File: config.mk
export PLATFORM = sky130hd
export DESIGN_NAME = dpr16x4_ram
export DESIGN_NICKNAME = d
export VERILOG_FILES = /design/src/rtl/dpr_pkg.sv /design/src/rtl/dpr_word.sv /design/src/rtl/dpr16x4_ram.sv
export SDC_FILE = /design/constraint.sdc
export NUM_CORES = 1
export LEC_CHECK = 0
export ABC_AREA = 1
export CORE_UTILIZATION = 45
export DETAILED_ROUTE_END_ITERATION = 10
export SLEW_MARGIN = 20
export SYNTH_ARGS = -nofsm -noshare
export SYNTH_HDL_FRONTEND = slang
export SYNTH_HIERARCHICAL = 1
export SYNTH_SLANG_ARGS = --single-unit
File: constraint.sdc
create_clock -name clk -period 1.05 [get_ports clk]
set_input_delay 0.21 -clock clk [delete_from_list [all_inputs] [get_ports clk]]
set_output_delay 0.21 -clock clk [all_outputs]
set_load 0.01 [all_outputs]
File: src/rtl/dpr_pkg.sv
// Shared sizing and types for the 16x4 distributed dual-port RAM.
package dpr_pkg;

  localparam int DPR_DATA_W = 4;
  localparam int DPR_ADDR_W = 4;
  localparam int DPR_DEPTH  = 16;

  typedef logic [DPR_DATA_W-1:0] dpr_word_t;
  typedef logic [DPR_ADDR_W-1:0] dpr_addr_t;

endpackage

File: src/rtl/dpr_word.sv
// One storage word of the distributed RAM: async active-low clear,
// loads d on a rising clk when its decoded write enable is high.
module dpr_word
  import dpr_pkg::*;
#(
  parameter int                DATA_W  = DPR_DATA_W,
  parameter logic [DATA_W-1:0] RST_VAL = '0
) (
  input  logic              clk,
  input  logic              rst,
  input  logic              we,
  input  logic [DATA_W-1:0] d,
  output logic [DATA_W-1:0] q
);

  // Word register; reset overrides any pending write.
  always_ff @(posedge clk or negedge rst) begin
    if (!rst) begin
      q <= RST_VAL;
    end else if (we) begin
      q <= d;
    end
  end

endmodule

File: src/rtl/dpr16x4_ram.sv
// 16x4 distributed dual-port RAM: synchronous write port, combinational
// read port. Define DPR16X4_BYPASS_EN to make write data visible on the
// read port before the edge when rad == wad (write-through bypass).
module dpr16x4_ram
  import dpr_pkg::*;
#(
  parameter int                DATA_W  = DPR_DATA_W,
  parameter int                ADDR_W  = DPR_ADDR_W,
  parameter logic [DATA_W-1:0] RST_VAL = '0
) (
  input  logic              clk,
  input  logic              rst,
  input  logic              wre,
  input  logic [ADDR_W-1:0] wad,
  input  logic [DATA_W-1:0] di,
  input  logic [ADDR_W-1:0] rad,
  output logic [DATA_W-1:0] dout
);

  localparam int DEPTH = 2 ** ADDR_W;

  logic [DATA_W-1:0] mem [DEPTH];

  for (genvar g = 0; g < DEPTH; g++) begin : g_word
    logic we_word;
    assign we_word = wre && (wad == ADDR_W'(g));

    dpr_word #(
      .DATA_W  (DATA_W),
      .RST_VAL (RST_VAL)
    ) u_word (
      .clk (clk),
      .rst (rst),
      .we  (we_word),
      .d   (di),
      .q   (mem[g])
    );
  end

`ifdef DPR16X4_BYPASS_EN
  // Read mux with write-through: pending write data wins on an address match.
  always_comb begin
    dout = mem[rad];
    if (rst && wre && (rad == wad)) begin
      dout = di;
    end
  end
`else
  // Plain read mux; a colliding write shows up only after the edge.
  always_comb begin
    dout = mem[rad];
  end
`endif

endmodule

==> key figures <==
Layout
  • Final core area utilization: between 60% and 70%
  • Largest register FFs: 64
  • Register with the most flip-flops: g_word.u_word/q
  • Non-filler instance count after layout: between 600 and 700
  • Layout cell share with drive strength beyond 1: between 20 and 30%
  • Largest registers: g_word.u_word/q x64
  • Final layout net count: between 500 and 600
  • Area Overhead vs Synth: 38.1%
  • Inserted Diodes: 0

Worst setup path
  • Setup crit end kind: primary output
  • CP startpoint kind: flip-flop
  • Maximum fanout along the worst path: 2
  • Data arrival, critical path: ~1.3 ns
  • Cell count of the worst reg-to-reg path: 4
  • Capture point of the worst reg-to-reg path: g_word[3].u_word/q[3]$_DFFE_PN0P_
  • Class of the most critical setup path: reg2out
  • Data required time at the worst endpoint: around 0.84 ns
  • Reg-to-Reg Start: g_word[3].u_word/q[3]$_DFFE_PN0P_
  • Worst R2R Setup Slack: about 0.2 ns

Power
  • Net Sw Frac: between 20% and 30%
  • Combinational Power Share: between 20% and 30%
  • Peak supply drop: between 0.0007 and 0.0008 V
  • Cell Pwr Density: approximately 1600 nW/µm²
  • Seq pwr share: 43.0%
  • Psw: roughly 0.0022 W
  • Internal Pwr Total: around 0.0053 W
  • Clock network fraction of total power: a little under a third
  • Leakage power total: approximately 2.6 nW

STA
  • Final critical-path setup slack: -0.453 ns
  • Hold WS: a little over 0.4 ns
  • Final Hold Violating Endpoints: 0
  • Final clock period utilization by the worst path: 143%
  • Min Tclk post-route: ~1.5 ns
  • Worst slew margin relative to its limit: 74.9%
  • Highest clock frequency the design can meet: 0.665 GHz
  • Slew at the pin closest to its max-slew limit: 0.377 ns
  • Setup repair after global routing missed its margin: true
  • Layout Skew: 0 ns
  • Number of setup violations in the final report: 4
  • Final count of pins violating max slew: 0

Yosys
  • Sequential area share after synthesis: a little under half
  • Combined area of all synthesized cells: approximately 3300 µm²
  • Average footprint of a synthesized cell: around 6.8 µm²
  • Number of warnings printed during yosys synthesis: 6
  • Post-synth cell types: 11
  • Number of flip-flops and latches in the synthesized netlist: 64
  • Instance count of the mapped netlist: around 500
  • Net count after synthesis: 510

Detailed routing
  • Met3 WL: roughly 390 µm
  • Highest metal layer used by the detailed router: met4
  • Violation count after the first detailed-routing iteration: about 170
  • Drt first pass iters: 4
  • Detailed-route via count: 3,240
  • Wire length reported by the detailed router: just over 9 mm
  • Vias/cell: 4.76
  • Mean routed wirelength per cell: between 10 and 15 µm
  • Met2 wire len: 4.19 mm
  • Routed length on met1: 4.35 mm
  • Post-DRT Antenna Nets: 0
  • DRC errors left: 0

Floorplan
  • Die outline height: 88.2 µm
  • Starting utilization of the core area: 46.4%
  • Top-level I/O count: 19
  • Row count: 31
  • Die area: 7790 µm²
  • Placeable Area: 7210 µm²
  • Horizontal die dimension: between 80 and 90 µm

Worst hold path
  • Tightest Hold Check Type: in2async

Job
  • Max-cap viol count: 0

CTS
  • Buffer depth of the longest clock path: 2
  • Number of clock sinks: 64
  • Clock slew at reported path FFs: approximately 0.070 ns
  • Insertion delay of the later-clocked pin in the worst-skew pair: between 0.3 and 0.4 ns
  • H-tree levels: 3
  • CTS tree: done
  • Root cell of the clock tree: sky130_fd_sc_hd__clkbuf_8
  • Cts bufs inserted: 9

Outcome
  • Status: complete, but fails checks
  • Failing checks: negative setup slack

GRT
  • Initial antenna violation count: 0
  • Global-route wire length before repair: approximately 14 mm
  • Via count of the first global-routing pass: 2,927
  • Maximum number of pins on one net before global-route repair: 65
  • Overall routing resource usage: between 20 and 25%
  • Grt total ovfl: 0

Placement
  • Total instance count after detailed placement: approximately 650
  • Final GP Congestion: slightly below 0.9
  • Hpwl dp: 5.93 mm
  • Number of I/O port buffers: 18
power groups by stage:
stage	logic (W)	registers (W)	clock network, W
finish	0.00194	0.00326	0.00239
global route	0.00217	0.00332	0.00255
CTS	0.00167	0.00326	0.00244
detailed placement	0.00157	0.00330	0
global placement	0.00154	0.00329	0
floorplan	0.000908	0.00320	0
worst max-delay path by stage:
stage	from	endpoint	slack (ns)	cells past startpoint
after floorplan	rad[0]	dout[1]	-0.0007	7
after global placement	rad[0]	dout[2]	-1.12	10
after detailed placement	rad[0]	dout[1]	-1.13	10
after CTS	g_word[12].u_word/q[3]$_DFFE_PN0P_	dout[3]	-0.47	7
after global routing	g_word[3].u_word/q[3]$_DFFE_PN0P_	dout[3]	-0.53	7
final	g_word[13].u_word/q[0]$_DFFE_PN0P_	dout[0]	-0.45	7
cell type report:
class | count | area [µm²]
Fill cell | 661 | 2590
Sequential cell | 64 | 1600
Multi-Input combinational cell | 348 | 1580
Timing Repair Buffer | 83 | 812
Inverter | 72 | 289
Clock buffer | 12 | 155
Tap cell | 99 | 124
Clock inverter | 3 | 65.1
cells in the final DEF, fill, tap and decap left out, types with 9 or more instances in the layout:
cell type / n
sky130_fd_sc_hd__buf_12: 9
sky130_fd_sc_hd__buf_4: 52
sky130_fd_sc_hd__clkbuf_8: 11
sky130_fd_sc_hd__dfrtp_1: 64
sky130_fd_sc_hd__inv_1: 46
sky130_fd_sc_hd__inv_2: 24
sky130_fd_sc_hd__nand2_1: 270
sky130_fd_sc_hd__nand2_2: 10
sky130_fd_sc_hd__nand3_1: 18
sky130_fd_sc_hd__nand3_2: 34
sky130_fd_sc_hd__nor2_1: 14
worst max-delay path, cell delays in order, from the launching register on:
cell	delay (ns)
sky130_fd_sc_hd__dfrtp_1	0.39
sky130_fd_sc_hd__inv_2	0.07
sky130_fd_sc_hd__nand2_1	0.05
sky130_fd_sc_hd__nand3_1	0.08
sky130_fd_sc_hd__nand3_1	0.09
sky130_fd_sc_hd__nand3_1	0.10
sky130_fd_sc_hd__nand2_2	0.06
sky130_fd_sc_hd__buf_6	0.12
cells in the mapped netlist (all sizes together):
cell	count	share of area [%]
nand3	52	7.8
inv	72	8.3
dfrtp	64	48
nand2	280	31
buf	11	2.9
nor2	16	1.8
cell families after synthesis:
| kind of cell | count (synthesis) | synth area share [%] |
|---|---|---|
| buf+inv | 83 | 11.2 |
| flops | 64 | 47.9 |
| simple gates | 348 | 41.0 |
per-layer routing:
layer / global-route usage (%) / vias to the layer above
li1: - / 1635
met1: 34.6 / 1503
met2: 37.8 / 80
met3: 4.48 / 22
met4: 10.7 / 0
met5: 0 / -
timing repair:
action,CTS,global route
resized for setup,40,47
buffers inserted,4,14
hold buffers,1,0
endpoints found under the setup margin,68,68
cloned,1,0
pin swaps,23,19
hold endpoints to repair,64,0
metrics by stage:
stage | setup WS [ns] | TNS [ns] | total power (W) | area (µm²)
after floorplan | -0.000672 | -0.00180 | 0.00411 | 3360
after global placement | -1.12 | -30.01 | 0.00483 | 4000
after detailed placement | -1.13 | -30.55 | 0.00487 | 4000
after CTS | -0.470 | -1.85 | 0.00737 | 4340
after global routing | -0.531 | -2.07 | 0.00804 | 4620
final | -0.453 | -1.76 | 0.00759 | 4620
Note: power is estimated with default switching activity, not from simulation.
